<file path="src/rtl/rotator_arbiter.sv">
// Round-robin arbiter in front of one shared right-rotate barrel datapath with a registered result stage.
// Optional burst locking is compiled in with `define ROTATOR_ARB_LOCK_EN.
module rotator_arbiter #(
  parameter int unsigned WIDTH              = 32,
  parameter int unsigned SHIFTBITS_PER_STEP = 1,
  parameter int unsigned NUM_REQ            = 4,
  parameter int unsigned MAX_BURST          = 4,
  localparam int unsigned ROTW = $clog2(WIDTH / SHIFTBITS_PER_STEP),
  localparam int unsigned IDW  = $clog2(NUM_REQ)
) (
  input  logic                    clk,
  input  logic                    rst_n,
  input  logic [NUM_REQ-1:0]      req_valid,
  input  logic [NUM_REQ*WIDTH-1:0] req_data,
  input  logic [NUM_REQ*ROTW-1:0] req_rot,
  input  logic [NUM_REQ-1:0]      req_lock,
  output logic [NUM_REQ-1:0]      req_ready,
  output logic                    out_valid,
  output logic [WIDTH-1:0]        out_data,
  output logic [IDW-1:0]          out_id,
  input  logic                    out_ready
);

  localparam int unsigned BCW = (MAX_BURST > 1) ? $clog2(MAX_BURST) : 1;

  logic             accept;
  logic             found;
  logic             grant_en;
  logic             lock_hit;
  logic [IDW-1:0]   rr_ptr;
  logic [IDW-1:0]   rr_gnt;
  logic [IDW-1:0]   gnt_id;
  logic [IDW-1:0]   next_ptr;
  int unsigned      idx;
  logic [WIDTH-1:0] sel_data;
  logic [ROTW-1:0]  sel_rot;
  logic [ROTW-1:0]  rot_left;
  logic [WIDTH-1:0] rot_data;

  assign accept = !out_valid || out_ready;

  // Circular search for the first valid requester starting at rr_ptr
  always_comb begin
    found  = 1'b0;
    rr_gnt = '0;
    idx    = 0;
    for (int unsigned k = 0; k < NUM_REQ; k++) begin
      idx = 32'(rr_ptr) + k;
      if (idx >= NUM_REQ) idx = idx - NUM_REQ;
      if (!found && req_valid[IDW'(idx)]) begin
        found  = 1'b1;
        rr_gnt = IDW'(idx);
      end
    end
  end

`ifdef ROTATOR_ARB_LOCK_EN
  logic [BCW-1:0] burst_cnt;
  logic [IDW-1:0] last_id;
  logic           locked;

  assign lock_hit = locked && req_valid[last_id] && (burst_cnt < BCW'(MAX_BURST - 1));
  assign gnt_id   = lock_hit ? last_id : rr_gnt;

  // Burst tracking: a locked re-grant bypasses the round-robin pointer
  always_ff @(posedge clk or negedge rst_n) begin
    if (!rst_n) begin
      burst_cnt <= '0;
      last_id   <= '0;
      locked    <= 1'b0;
    end else if (grant_en) begin
      last_id   <= gnt_id;
      locked    <= req_lock[gnt_id];
      burst_cnt <= lock_hit ? burst_cnt + BCW'(1) : '0;
    end
  end
`else
  logic unused_lock;
  assign unused_lock = (^req_lock) ^ (BCW == 0);
  assign lock_hit    = 1'b0;
  assign gnt_id      = rr_gnt;
`endif

  assign grant_en  = rst_n && accept && found;
  assign req_ready = grant_en ? (NUM_REQ'(1) << gnt_id) : '0;
  assign next_ptr  = (gnt_id == IDW'(NUM_REQ - 1)) ? '0 : gnt_id + IDW'(1);

  // Operand select for the granted requester
  always_comb begin
    sel_data = '0;
    sel_rot  = '0;
    for (int unsigned i = 0; i < NUM_REQ; i++) begin
      if (gnt_id == IDW'(i)) begin
        sel_data = req_data[i*WIDTH +: WIDTH];
        sel_rot  = req_rot[i*ROTW +: ROTW];
      end
    end
  end

  // Logarithmic barrel: stage k rotates right by SHIFTBITS_PER_STEP<<k bits
  always_comb begin
    rot_data = sel_data;
    rot_left = sel_rot;
    for (int unsigned k = 0; k < ROTW; k++) begin
      if (rot_left[0]) begin
        rot_data = (rot_data >> (SHIFTBITS_PER_STEP << k)) |
                   (rot_data << (WIDTH - (SHIFTBITS_PER_STEP << k)));
      end
      rot_left = rot_left >> 1;
    end
  end

  always_ff @(posedge clk or negedge rst_n) begin
    if (!rst_n) begin
      out_valid <= 1'b0;
      out_data  <= '0;
      out_id    <= '0;
      rr_ptr    <= '0;
    end else if (accept) begin
      if (found) begin
        out_valid <= 1'b1;
        out_data  <= rot_data;
        out_id    <= gnt_id;
        if (!lock_hit) rr_ptr <= next_ptr;
      end else begin
        out_valid <= 1'b0;
      end
    end
  end

endmodule

</file>
<file path="config.mk">
export PLATFORM = sky130hd
export DESIGN_NAME = rotator_arbiter
export DESIGN_NICKNAME = d
export VERILOG_FILES = /design/src/rtl/rotator_arbiter.sv
export SDC_FILE = /design/constraint.sdc
export NUM_CORES = 1
export LEC_CHECK = 0
export BUFFER_PORTS_ARGS = -buffer_cell sky130_fd_sc_hd__buf_2
export CAP_MARGIN = 10
export CORE_MARGIN = 3
export CORE_UTILIZATION = 47
export DETAILED_ROUTE_END_ITERATION = 12
export PLACE_DENSITY = 0.82
export SETUP_SLACK_MARGIN = 0.05
export SLEW_MARGIN = 30
export SYNTH_ARGS = -nofsm -noshare
export SYNTH_HDL_FRONTEND = slang
export SYNTH_SLANG_ARGS = --single-unit
</file>
<file path="constraint.sdc">
create_clock -name clk -period 4.3 [get_ports clk]
set_input_delay 1.075 -clock clk [delete_from_list [all_inputs] [get_ports clk]]
set_output_delay 1.075 -clock clk [all_outputs]
set_load 0.03 [all_outputs]
</file>
### After elaboration in Yosys (flattened, before gate mapping)

Cells that the tools add are included.

* bits in registers: 37
* input bits: 159
* output and inout bits: 39
* word-level logic and storage cells: 77

* add/sub/neg operators: 8
* $lt $le $gt $ge: 8
* equal/unequal tests: 3
* shift-type cells: 1
* muxes and demuxes: 36
* bitwise gates (word level): 5
* reduce and logical (&&, ||, !) cells: 12

Operators by type and width (number)
* $mux W32: 9
* $or A16 B32 Y32: 1
* $or A24 B32 Y32: 1
* $or A28 B32 Y32: 1
* $or A30 B32 Y32: 1
* $or A31 B32 Y32: 1
* $mux W5: 4
* $mux W2: 9
* $lt A2 B3 Y1 const B: 4
* $ge A3 B3 Y1 const B: 3
* $mux W1: 9
* $bmux W1 S2: 4
* $sub A2 B1 Y2 const B: 4
* $add A2 B2 Y3 const B: 2
* $logic_and A1 B1 Y1: 5
* $eq A2 B2 Y1 const B: 2
* $logic_not A1 Y1: 4
* $mux W4: 1
* $shl A1 B2 Y4 const A: 1
* $add A2 B1 Y3 const B: 1
* $ge A2 B3 Y1 const B: 1
* $add A2 B1 Y2 const B: 1
* $eq A2 B1 Y1 const B: 1
* $logic_not A2 Y1: 1
* other kinds (2): 2

### Depth between registers and ports, before layout

* depth after elaboration: 29
* mapped depth: 16
* depth with buffers taken out: 13

### Worst setup path after synthesis

OpenSTA, ideal clock, no wires.

* path type: input to register
* from: input port req_valid[2]
* to: register out_data[29]
* setup time: 0.101 ns
* arrival time: 3.671 ns
* data required time: 4.199 ns
* setup slack: 0.528 ns
* cell stages on the path: 16
* buffers on the path: 3
* cells stage by stage: mux2i_1 nor2_1 nor3_1 inv_1 ha_1 or2_1 buf_2 a221oi_2 or2_1 buf_6 buf_8 mux2i_2 o22ai_1 nor2_2 mux2i_1 o311ai_2

* cells in the longest elaborated chain, start to end: 27
* elaborated cells between the ends (all ways): 45
* classes of those cells: eq/ne (3); mux (29); bitwise (5); reduce/logical (8)

Ends and longest elaborated chain
* from (decl): RTL line 13 `input logic [NUM_REQ-1:0] req_valid,`
* $bmux W1 S2: RTL line 50 `if (!found && req_valid[IDW'(idx)]) begin`
* $mux W1 (implied by the code): RTL line 50
* $mux W1: RTL line 50
* $logic_not A1 Y1: RTL line 50
* $logic_and A1 B1 Y1: RTL line 50
* $mux W1: RTL line 50
* $logic_not A1 Y1: RTL line 50
* $logic_and A1 B1 Y1: RTL line 50
* [4 not listed]
* named net gnt_id[0]: RTL line 32 `logic [IDW-1:0] gnt_id;`
* [7 not listed]
* $or A30 B32 Y32: RTL line 106 `rot_data = (rot_data >> (SHIFTBITS_PER_STEP << k)) |`
* $mux W32: RTL line 105 `if (rot_left[0]) begin`
* $or A28 B32 Y32: RTL line 106
* $mux W32: RTL line 105
* $or A24 B32 Y32: RTL line 106
* $mux W32: RTL line 105
* $or A16 B32 Y32: RTL line 106
* $mux W32 (*): RTL line 105
* to (signal assigned): RTL line 122 `out_data <= rot_data;`
* to (decl): RTL line 19 `output logic [WIDTH-1:0] out_data,`

Mark *: on every way through the listed nets, which the timed path passes. The rest lies on a longest branch. The select of a mux whose other input is x is not followed.
A chain may end at the register's enable or synchronous reset.

### Worst setup path in the final report

* from: input port req_valid[0]
* to: register out_data[11]

Same word-level chain as after synthesis.

==> impl_metrics.yaml <==
setup_path:
  worstPathCellList: "buf_2 > a21oi_1 > o21a_1 > o22ai_1 > inv_1 > ha_1 > or2_1 > a221oi_2 > or2_2 > buf_4 > mux2i_1 > o22ai_1 > nor2_1 > mux2i_1 > o221ai_1"
  timing.critical_path.from: "req_valid[0]"
  rrSetupSlack_ps: 630
  crit_type: "input pin to register"
  worstSetupEndpoint: "out_data[11]"
  ff2ff_path_depth: 14
  setup.worst_path.start_class: "input pin"
  critPathMaxStageDelay_ps: 510
  crit_arrival_ps: 4290
  rr_endpoint: "out_data[11]"
  path_max_fanout: 6
  endpoint_kind: "register"
  cpMaxStageDelayCell: "mux2i_1"
  timing.rr.start: "rr_ptr[1]"
  critPathRequiredTime_ps: 4490
placed_design:
  port_buffers: 193
  dpl.hpwl_um: 11600
  gp_congestion: 0.992
logic_synthesis:
  yosysWarnings: 0
  synth_edf_count: 0
  ys_types: 41
  yosysTopAreaCell: "dfrtp_1"
  synth_ff_type: "dfrtp_1"
  synth_most_common_cell: "o22ai_1"
  synth_fp_nets: 619
  netlist_top_cells_count: "o22ai_1, o221ai_1, nand2_1, dfrtp_1, mux2i_1"
  synthArstFlopShare_pct: 100
  yosysSeqAreaShare_pct: 23.7
  synth_area_um2: 3910
  synth_cells: 456
  yosys-top-cells-area: "dfrtp_1, o221ai_1, o22ai_1"
  ys_ff_latch: 37
  synth_area_per_cell_um2: 8.58
  netlist.area_leader.share_pct: 23.7
cts:
  cts_sinks: 37
  numCtsBuffers: 5
  clk_pin_slew_ps: 70
  hold_buffers: 0
  cts_tree: "built"
  cts.path.max_buffers: 2
  ctsRootBufferMaster: "clkbuf_8"
  insertion_delay_ps: 290
  htreeDepth: 2
detailed_routing:
  drc: 0
  firstDrtPassIters: 5
  antenna_left: 0
  vias_per_cell: 6.43
  avgRoutedWirePerCell_um: 19.7
  drt_wl_total_um: 14500
  via_count: 4739
  initialDrtViolationCount: 327
die:
  die_width_um: 97.2
  dieArea_um2: 9450
  core_region_area_um2: 7890
  num_io_pins: 198
  die_y_um: 97.2
  num_rows: 32
  start_util_pct: 49.6
cells_and_area:
  syn_to_final_growth_pct: 31.6
  drive_above_1_share_pct: 41.7
  nFillCells: 712
  fin_nets: 795
timing:
  period_share_pct: 95.2
  finalClockSkew_ps: 3.29
  slew_violations: 0
  maxClockFrequency_ghz: 0.244
  maxSlewHeadroom_pct: 54.9
  setup_viol: 0
  rsz0062_at_grt: "no"
  worstMarginPinSlew_ps: 677
  min_period_ps: 4090
  hold_violations: 0
  tns_ps: 0
hold_path:
  hp-start: "out_data[8]"
  hold_path_class: "register to register"
grt:
  grt_usage_pct: 29.0
  grt_pass1_vias: 4433
  antenna_found_initial: 2
  grt_overflow_total: 0
  grt_max_degree: 45
  grt_pass1_wl_um: 22500
power:
  power_density_nw_per_um2: 969
  vdd_ir_drop_max_uv: 469
  p_leak_nw: 2.41
  power.total_mw: 4.99
job:
  maxCapViolCount: 0
status:
  status: "completed"
repair_timing:
item / CTS / global route
gates resized for setup: 0 / 5
buffers inserted: 0 / 0
setup endpoints to repair: 0 / 27
per-stage QoR:
| stage | worst slack (ps) | hold slack, ps | instance area, µm² | util, % | instances |
|---|---|---|---|---|---|
| global placement | 90.3 | 464 | 5040 | 63.8 | 727 |
| detailed placement | -20.8 | 468 | 5040 | 63.9 | 727 |
| finish | 206 | 482 | 5150 | 65.3 | 737 |
| floorplan | 528 | 542 | 3910 | - | 456 |
| CTS | 279 | 486 | 5120 | 64.9 | 735 |
| global route | 51.5 | 517 | 5150 | 65.3 | 737 |
worst min-delay path by stage:
stage,end,cells after the start
2_1_floorplan,rr_ptr[0],2
3_3_place_gp,out_id[0],2
3_5_place_dp,out_data[14],2
4_1_cts,out_data[8],2
5_1_grt,out_data[9],2
6_report,out_data[8],2
cell families (layout without fill, tap and decap cells):
group           Yosys count  after routing  share of synthesized area, %
compound gates          199            199                          39.7
buf+inv                  59            236                          7.58
mux                      55             55                          16.3
other cells               0              2                             0
fa+ha+maj                 4              4                          1.28
simple gates            102            102                          11.5
flops                    37             37                          23.7
cell usage in the layout, fill, tap and decap left out, types with 5 or more instances in the layout:
cell / instances
buf_4: 20
nor2_1: 27
a221o_1: 31
o221ai_1: 61
mux2i_1: 31
mux2i_2: 24
a21oi_1: 9
o21ai_0: 5
o22ai_1: 64
inv_1: 8
buf_12: 7
dfrtp_1: 37
clkbuf_8: 5
o21ai_1: 10
buf_2: 193
nand2_1: 46
nor3_1: 6
registers in the layout, summed over array words and instances, names as in the netlist:
signal and flops:
out_id 2, out_data 32, rr_ptr 2, out_valid 1
per-layer routing:
layer | wire length (µm) | global-route usage (%)
met1 | 5890 | 38.6
met3 | 1140 | 5.03
met2 | 6970 | 48.0
met5 | 0 | 0
met4 | 488 | 9.58
power by group:
| part | total, mW | internal, mW | leakage, nW | switching (mW) |
|---|---|---|---|---|
| logic | 4.14 | 1.62 | 1.92 | 2.53 |
| registers | 0.611 | 0.523 | 0.445 | 0.0877 |
| clock network | 0.231 | 0.112 | 0.0450 | 0.119 |
| total | 4.99 | 2.25 | 2.41 | 2.73 |
critical path, delay by kind of cell:
family,cells,cell delay (ps)
AOI/OAI and AO/OA,6,1130
adders and majority gates,1,280
buffers and inverters,3,440
muxes,2,650
and+or+nand+nor,3,690
area by class of cell:
class | instances | area, µm² | area share [%]
multi-input combinational | 360 | 2720 | 52.8
timing repair buffer | 220 | 1260 | 24.4
sequential | 37 | 926 | 18.0
tap | 102 | 128 | 2.48
clock buffer | 6 | 72.6 | 1.41
inverter | 8 | 30.0 | 0.583
clock inverter | 2 | 10.0 | 0.194
antenna | 2 | 5.00 | 0.0972
Note: power is estimated with default switching activity, not from simulation.
